## config.mk

```make
export PLATFORM = sky130hd
export DESIGN_NAME = rd_xfer_resume_ctrl
export DESIGN_NICKNAME = d
export VERILOG_FILES = /design/src/rtl/rd_resume_pkg.sv /design/src/rtl/rd_xfer_resume_ctrl_sync_2ff.sv /design/src/rtl/rd_xfer_resume_ctrl.sv
export SDC_FILE = /design/constraint.sdc
export NUM_CORES = 1
export LEC_CHECK = 0
export ABC_AREA = 1
export CAP_MARGIN = 20
export CORE_UTILIZATION = 35
export DETAILED_ROUTE_END_ITERATION = 16
export PLACE_DENSITY_LB_ADDON = 0.3
export SYNTH_ARGS = -nofsm -noshare
export SYNTH_HDL_FRONTEND = slang
export SYNTH_SLANG_ARGS = --single-unit
```

## constraint.sdc

```tcl
create_clock -name mem_clk -period 2.23 [get_ports mem_clk]
set_input_delay 0.669 -clock mem_clk [delete_from_list [all_inputs] [get_ports mem_clk]]
set_output_delay 0.669 -clock mem_clk [all_outputs]
set_load 0.01 [all_outputs]
```

## src/rtl/rd_resume_pkg.sv

```systemverilog
// Shared types and constants for the read-transfer resume controller.
package rd_resume_pkg;

    localparam int ADDR_WIDTH_DEF = 32;
    localparam int LEN_WIDTH_DEF  = 13;
    localparam int SPLIT_CNT_W    = 8;

    typedef enum logic [2:0] {
        ST_IDLE   = 3'd0,
        ST_ACTIVE = 3'd1,
        ST_CALC   = 3'd2,
        ST_REQ    = 3'd3,
        ST_DONE   = 3'd4
    } rd_state_e;

    // Saturating increment for the split statistics counter.
    function automatic logic [SPLIT_CNT_W-1:0] sat_inc(input logic [SPLIT_CNT_W-1:0] v);
        if (&v) begin
            return v;
        end
        return v + 1'b1;
    endfunction

endpackage

```

## src/rtl/rd_xfer_resume_ctrl_sync_2ff.sv

```systemverilog
// Two-flop synchroniser bringing the page-boundary level into the mem_clk domain.
module sync_2ff (
    input  logic clk,
    input  logic rst_n,
    input  logic d,
    output logic q
);

    logic meta;

    always_ff @(posedge clk or negedge rst_n) begin
        if (!rst_n) begin
            meta <= 1'b0;
            q    <= 1'b0;
        end else begin
            meta <= d;
            q    <= meta;
        end
    end

endmodule

```

## src/rtl/rd_xfer_resume_ctrl.sv

```systemverilog
// Read transfer controller that re-issues a continuation read after a page-boundary split.
// Optional split statistics counter enabled by macro RD_RESUME_STAT_EN.
module rd_xfer_resume_ctrl
    import rd_resume_pkg::*;
#(
    parameter int AXI_ADDR_WIDTH = ADDR_WIDTH_DEF,
    parameter int LEN_WIDTH      = LEN_WIDTH_DEF
) (
    input  logic                      mem_clk,
    input  logic                      rst_n,
    input  logic                      xfer_start,
    input  logic [AXI_ADDR_WIDTH-1:0] xfer_addr,
    input  logic [LEN_WIDTH-1:0]      xfer_len,
    input  logic                      rd_pg_bndry_expired,
    input  logic [AXI_ADDR_WIDTH-1:0] rd_last_addr,
    input  logic                      rd_done,
    input  logic                      abort,
    output logic                      resume_req,
    input  logic                      resume_ack,
    output logic [AXI_ADDR_WIDTH-1:0] resume_addr,
    output logic [LEN_WIDTH-1:0]      resume_len,
    output logic                      busy,
    output logic                      xfer_done,
    output logic                      len_err,
    output logic [SPLIT_CNT_W-1:0]    split_cnt,
    output rd_state_e                 state_dbg
);

    // Handshake: resume_req rises with resume_addr/resume_len valid and holds all three
    // stable until resume_ack is seen high on a mem_clk edge while in REQ.

    rd_state_e                 state;
    logic [AXI_ADDR_WIDTH-1:0] cur_addr;
    logic [AXI_ADDR_WIDTH-1:0] nxt_addr;
    logic [LEN_WIDTH-1:0]      rem_len;
    logic [LEN_WIDTH-1:0]      consumed;
    logic                      exp_s;
    logic                      exp_s_d;
    logic                      exp_rise;

    sync_2ff u_sync_exp (
        .clk   (mem_clk),
        .rst_n (rst_n),
        .d     (rd_pg_bndry_expired),
        .q     (exp_s)
    );

    always_ff @(posedge mem_clk or negedge rst_n) begin
        if (!rst_n) begin
            exp_s_d <= 1'b0;
        end else begin
            exp_s_d <= exp_s;
        end
    end

    // Only a fresh low-to-high edge counts; a level held across an ack is one split.
    assign exp_rise  = exp_s & ~exp_s_d;
    assign state_dbg = state;

    always_ff @(posedge mem_clk or negedge rst_n) begin
        if (!rst_n) begin
            state       <= ST_IDLE;
            cur_addr    <= '0;
            nxt_addr    <= '0;
            rem_len     <= '0;
            consumed    <= '0;
            resume_req  <= 1'b0;
            resume_addr <= '0;
            resume_len  <= '0;
            busy        <= 1'b0;
            xfer_done   <= 1'b0;
            len_err     <= 1'b0;
        end else begin
            xfer_done <= 1'b0;
            len_err   <= 1'b0;
            if (abort) begin
                state      <= ST_IDLE;
                resume_req <= 1'b0;
                busy       <= 1'b0;
            end else begin
                case (state)
                    ST_IDLE: begin
                        if (xfer_start) begin
                            cur_addr <= xfer_addr;
                            rem_len  <= xfer_len;
                            busy     <= 1'b1;
                            state    <= ST_ACTIVE;
                        end
                    end
                    ST_ACTIVE: begin
                        if (rd_done) begin
                            xfer_done <= 1'b1;
                            state     <= ST_DONE;
                        end else if (exp_rise) begin
                            nxt_addr <= rd_last_addr;
                            consumed <= LEN_WIDTH'(rd_last_addr - cur_addr);
                            state    <= ST_CALC;
                        end
                    end
                    ST_CALC: begin
                        if (consumed >= rem_len) begin
                            rem_len   <= '0;
                            len_err   <= (consumed > rem_len);
                            xfer_done <= 1'b1;
                            state     <= ST_DONE;
                        end else begin
                            rem_len     <= rem_len - consumed;
                            cur_addr    <= nxt_addr;
                            resume_addr <= nxt_addr;
                            resume_len  <= rem_len - consumed;
                            resume_req  <= 1'b1;
                            state       <= ST_REQ;
                        end
                    end
                    ST_REQ: begin
                        if (resume_ack) begin
                            resume_req <= 1'b0;
                            state      <= ST_ACTIVE;
                        end
                    end
                    ST_DONE: begin
                        busy  <= 1'b0;
                        state <= ST_IDLE;
                    end
                    default: begin
                        resume_req <= 1'b0;
                        busy       <= 1'b0;
                        state      <= ST_IDLE;
                    end
                endcase
            end
        end
    end

`ifdef RD_RESUME_STAT_EN
    logic split_inc;
    logic split_clr;

    assign split_inc = (state == ST_CALC) && !abort && (consumed < rem_len);
    assign split_clr = (state == ST_IDLE) && !abort && xfer_start;

    always_ff @(posedge mem_clk or negedge rst_n) begin
        if (!rst_n) begin
            split_cnt <= '0;
        end else if (split_clr) begin
            split_cnt <= '0;
        end else if (split_inc) begin
            split_cnt <= sat_inc(split_cnt);
        end
    end
`else
    assign split_cnt = '0;
`endif

endmodule

```

After elaboration in Yosys (flattened, before gate mapping) --
Cells that the tools add are included.
Operators by class: add/subtract/negate cells 2, order comparisons 2, eq/ne operators 12, multiplexer cells 27, bitwise logic cells 5, reductions and logical operators 11
Operators with widths (count):
- 13-bit 2-to-1 mux | 4
- 13-bit one-hot mux with 2 select lines | 2
- 13-bit subtractor | 2
- 3-bit 2-to-1 mux | 6
- 13-bit greater-or-equal comparator | 1
- 13-bit > comparator | 1
- 3-bit one-hot mux with 4 select lines | 1
- 3-bit AND reduction | 4
- 1-bit 2-to-1 mux | 11
- 3-bit != test, second input constant | 3
- 4-bit AND reduction | 2
- 3-bit by 2-bit == test with 1-bit output, second input constant | 2
- 3-bit OR reduction | 2
- 2-bit by 1-bit != test with 1-bit output, second input constant | 2
- 2-bit != test, second input constant | 2
- 4-bit != test, second input constant | 1
- 1-bit inverter | 4
- 1-bit one-hot mux with 2 select lines | 2
- 3-bit by 1-bit == test with 1-bit output, second input constant | 1
- 3-bit == test, second input constant | 1
- 3-bit logical NOT | 1
- 1-bit one-hot mux with 3 select lines | 1
- 2-bit AND reduction | 1
- 2-bit nonzero test | 1
- 1-bit bitwise AND | 1
Word-level totals: bits in registers 126, word-level logic and storage cells 73

Depth between registers and ports, before layout --
depth after elaboration 6, mapped depth 14, mapped depth without buffers 13

Hierarchy --
From an unflattened synthesis, not the netlist that was laid out.
Unflattened totals: cells, all modules 861, area, all modules 6658.9 um^2
By module, submodules not included:
- rd_xfer_resume_ctrl | instances 1, cells an instance 859, area an instance 6608.8 um^2, sequential area each 3103.0 um^2
- sync_2ff | instances 1, cells an instance 2, area an instance 50.0 um^2, sequential area each 50.0 um^2

Worst setup path before layout --
OpenSTA, ideal clock, no wires.
path type input to register, start in rd_last_addr[0], end reg consumed[12], library setup time 117 ps, data arrival time 2002 ps, required time 2113 ps, slack 111 ps, cell stages on the path 9, path buffers 0, cells stage by stage inv_1 > ha_1 > fa_1 > o21ai_0 > nand4_1 > nand3_1 > nand2_1 > nand3_1 > nand2_1
On the way: cells in the longest elaborated chain, start to end 1
RTL lines:
- start, declared | line rd_xfer_resume_ctrl.sv:15 | input logic [AXI_ADDR_WIDTH-1:0] rd_last_addr,
- 13-bit subtractor | line rd_xfer_resume_ctrl.sv:96 | consumed <= LEN_WIDTH'(rd_last_addr - cur_addr);
- end signal, assigned | line rd_xfer_resume_ctrl.sv:96
- end, declared | line rd_xfer_resume_ctrl.sv:36 | logic [LEN_WIDTH-1:0] consumed;
No other way between the ends. A chain may end at the register's enable or synchronous reset.

Final worst setup path --
start reg rem_len[6], end reg resume_addr[9]
On the way: cells in the longest elaborated chain, start to end 3
RTL lines:
- start, declared | line rd_xfer_resume_ctrl.sv:35 | logic [LEN_WIDTH-1:0] rem_len;
- start signal, assigned | line rd_xfer_resume_ctrl.sv:85 | rem_len <= xfer_len;
- start signal, assigned | line rd_xfer_resume_ctrl.sv:107 | rem_len <= rem_len - consumed;
- 13-bit greater-or-equal comparator | line rd_xfer_resume_ctrl.sv:101 | if (consumed >= rem_len) begin
- 1-bit inverter (no line)
- 3-bit AND reduction (no line)
- end signal, assigned | line rd_xfer_resume_ctrl.sv:109 | resume_addr <= nxt_addr;
- end, declared | line rd_xfer_resume_ctrl.sv:20 | output logic [AXI_ADDR_WIDTH-1:0] resume_addr,
No other way between the ends.

==> flow_metrics.py <==
metrics = {
    "status": {
        "status": "completed",
    },
    "synth": {
        "synth-main-ff-cell": "dfrtp_1",
        "ys_warn_count": 0,
        "netlist.area_leader.share": 0.472,
        "yosys.area.top_type": "dfrtp_1",
        "synth-async-reset-ratio": 1.00,
        "ys_types": 31,
        "ys_ff_latch": 126,
        "synth_area_um2": 6690,
        "synthTopCellsByCount": "nand2_1, dfrtp_1, inv_1",
        "yosysSeqAreaShare": 0.472,
        "syn_avg_cell_area_um2": 7.80,
        "post-synth-top-count-cell": "nand2_1",
        "synth_edf_count": 0,
        "synth_cells": 857,
        "synthTopCellsByArea": "dfrtp_1, nand2_1, inv_1",
    },
    "global_routing": {
        "grt_pass1_vias": 5577,
        "grt_usage": 0.177,
        "grt_pass1_wl_um": 27600,
        "grt_remaining_overflow": 0,
        "antenna_found_initial": 0,
        "grt_max_degree": 80,
    },
    "sta": {
        "tightest_slew_ns": 0.566,
        "period_share": 0.955,
        "fmax_mhz": 470,
        "hold_viol": 0,
        "clock_skew_ns": 0.0107,
        "finalCriticalPeriod_ns": 2.13,
        "slew_headroom": 0.623,
        "finalSetupTns_ns": 0,
        "setup_viol": 0,
        "slew_violations": 0,
    },
    "floorplanning": {
        "dieArea_um2": 19700,
        "pin_count": 144,
        "core_area_um2": 18700,
        "die_y_um": 140,
        "rows": 50,
        "initial_core_util": 0.357,
        "die_w_um": 140,
    },
    "min_path": {
        "min_path_type": "in -> async",
    },
    "cts": {
        "cts_sinks": 126,
        "insertion_delay_ns": 0.42,
        "cts_root_buf": "clkbuf_16",
        "htree_levels": 4,
        "hold_buffers": 0,
        "numCtsBuffers": 17,
        "cts_tree": "built",
        "path_clk_slew_ns": 0.06,
        "clockBufferDepth": 2,
    },
    "finish": {
        "synthToLayoutAreaGrowth_pct": 36.3,
        "drive_above_1_share": 0.131,
        "num_antenna_cells": 0,
        "nets": 1120,
        "final-instance-count-excl-fill": 1256,
        "fin_util": 0.487,
        "postLayoutCellArea_um2": 9110,
    },
    "placement": {
        "dpl-instance-area_um2": 8310,
        "globalplace.congestion": 0.870,
        "hpwl_um": 12000,
        "port_buffers": 116,
        "place_inst": 1222,
    },
    "drt": {
        "drtIter0Drc": 318,
        "antenna_left": 0,
        "routed_via_density": 4.66,
        "drcViolationCount": 0,
        "dr.pass1.iters": 5,
        "vias": 5847,
        "totalWireLength_um": 17000,
        "drt-wirelength-per-cell_um": 13.5,
    },
    "worst_setup_path": {
        "arrival_ns": 2.44,
        "crit_family": "simple AND/OR/NAND/NOR gates",
        "crit_chain": "ha_4 > nand2_1 > nor2_2 > and2_1 > nand2_1 > nand2_2 > nand2_4 > nor2_8 > inv_6 > clkbuf_16 > nand2_1 > o21ai_2",
        "critical-path-max-stage-delay_ns": 0.45,
        "startpoint_type": "flop",
        "required_ns": 2.54,
        "critPathKind": "reg -> reg",
        "cp_slowest_cell": "dfrtp_1",
        "endpoint_kind": "flop",
        "crit_top_cell": "nand2_1",
        "critPathMaxFanout": 14,
        "path_buf_inv": 2,
    },
    "run": {
        "max_cap_violations": 0,
    },
    "power": {
        "power_density_nw_per_um2": 1420,
        "p_leak_nw": 4.51,
        "finalPower_w": 0.0130,
        "ir_drop_uv": 676,
    },
}
-- what timing repair did --
| item | CTS | global route |
|---|---|---|
| pin swaps | 0 | 3 |
| hold endpoints to repair | 0 | 0 |
| resized for setup | 1 | 33 |
| cloned | 0 | 1 |
| setup endpoints to repair | 2 | 69 |
| buffers inserted | 0 | 1 |
-- path summary, 6_finish.rpt --
kind	startpoint	endpoint	slack, ns	depth (start not counted)
max reg2reg	rem_len[6]	resume_addr[9]	0.10	12
max	rem_len[6]	resume_addr[9]	0.10	12
min reg2reg	u_sync_exp.meta	u_sync_exp.q	0.35	0
min	rst_n	busy	0.06	1
min in group mem_clk	u_sync_exp.meta	u_sync_exp.q	0.35	0
max in group asynchronous	rst_n	resume_addr[26]	1.42	2
-- routing by layer --
metal | vias up | wire (µm) | GRT usage
li1 | 2993 | - | -
met1 | 2703 | 8050 | 0.237
met2 | 132 | 7960 | 0.290
met3 | 19 | 675 | 0.0366
met4 | 0 | 306 | 0.0509
met5 | - | 0 | 0
-- through the flow --
stage | setup slack, ns | hold WS [ns]
2_1_floorplan | 0.111 | 0.331
3_3_place_gp | -0.464 | 0.334
3_5_place_dp | -0.471 | 0.341
4_1_cts | 0.0231 | 0.0450
5_1_grt | -0.0135 | 0.0441
6_report | 0.101 | 0.0572
-- power breakdown --
part | total, W | internal, W | switching [W]
Sequential | 0.00383 | 0.00324 | 0.000585
Combinational | 0.00645 | 0.00286 | 0.00359
Clock | 0.00267 | 0.00155 | 0.00113
-- layout make-up --
type / instances / area, µm²
clock buffers: 17 / 425
multi-input cells: 599 / 3130
repair buffers: 161 / 1580
fillers: 1828 / 9590
clock inverters: 15 / 141
inverters: 104 / 395
flip-flops and latches: 126 / 3150
well taps: 234 / 293
-- placed cells by master, fill, tap and decap left out, types with 5 or more instances in the layout --
| cell type | Yosys | layout |
|---|---|---|
| nand2_1 | 319 | 319 |
| dfrtp_1 | 126 | 126 |
| clkdlybuf4s50_1 | 0 | 115 |
| inv_1 | 98 | 98 |
| nor2_1 | 46 | 45 |
| o21ai_0 | 44 | 41 |
| buf_4 | 13 | 38 |
| a21oi_1 | 36 | 35 |
| nand3_1 | 34 | 32 |
| nand4_1 | 22 | 22 |
| o21ai_2 | 18 | 19 |
| o21ai_1 | 17 | 19 |
| clkbuf_16 | 0 | 18 |
| ha_4 | 0 | 12 |
| ha_1 | 25 | 12 |
| conb_1 | 1 | 8 |
| xor2_1 | 6 | 6 |
| inv_2 | 5 | 5 |
| clkinvlp_4 | 0 | 5 |
-- sequential cells by signal, summed over array words and instances, names as in the netlist, 3 cells and up --
| signal | count |
|---|---|
| rem_len | 13 |
| consumed | 13 |
| resume_len | 13 |
| state_dbg | 3 |
| resume_addr | 32 |
| nxt_addr | 32 |
| cur_addr | 13 |
-- cell families (layout without fill, tap and decap cells) --
logic type	Yosys count	after routing	share of synthesized area
AO/OA/AOI/OAI	117	117	0.0983
XOR/XNOR	9	9	0.0118
adder cells (fa/ha/maj)	27	27	0.0528
buffers and inverters	139	297	0.0936
flip-flops	126	126	0.472
other	1	8	0.000561
AND/OR/NAND/NOR	438	438	0.271
Power figures use the tool's default switching activity.
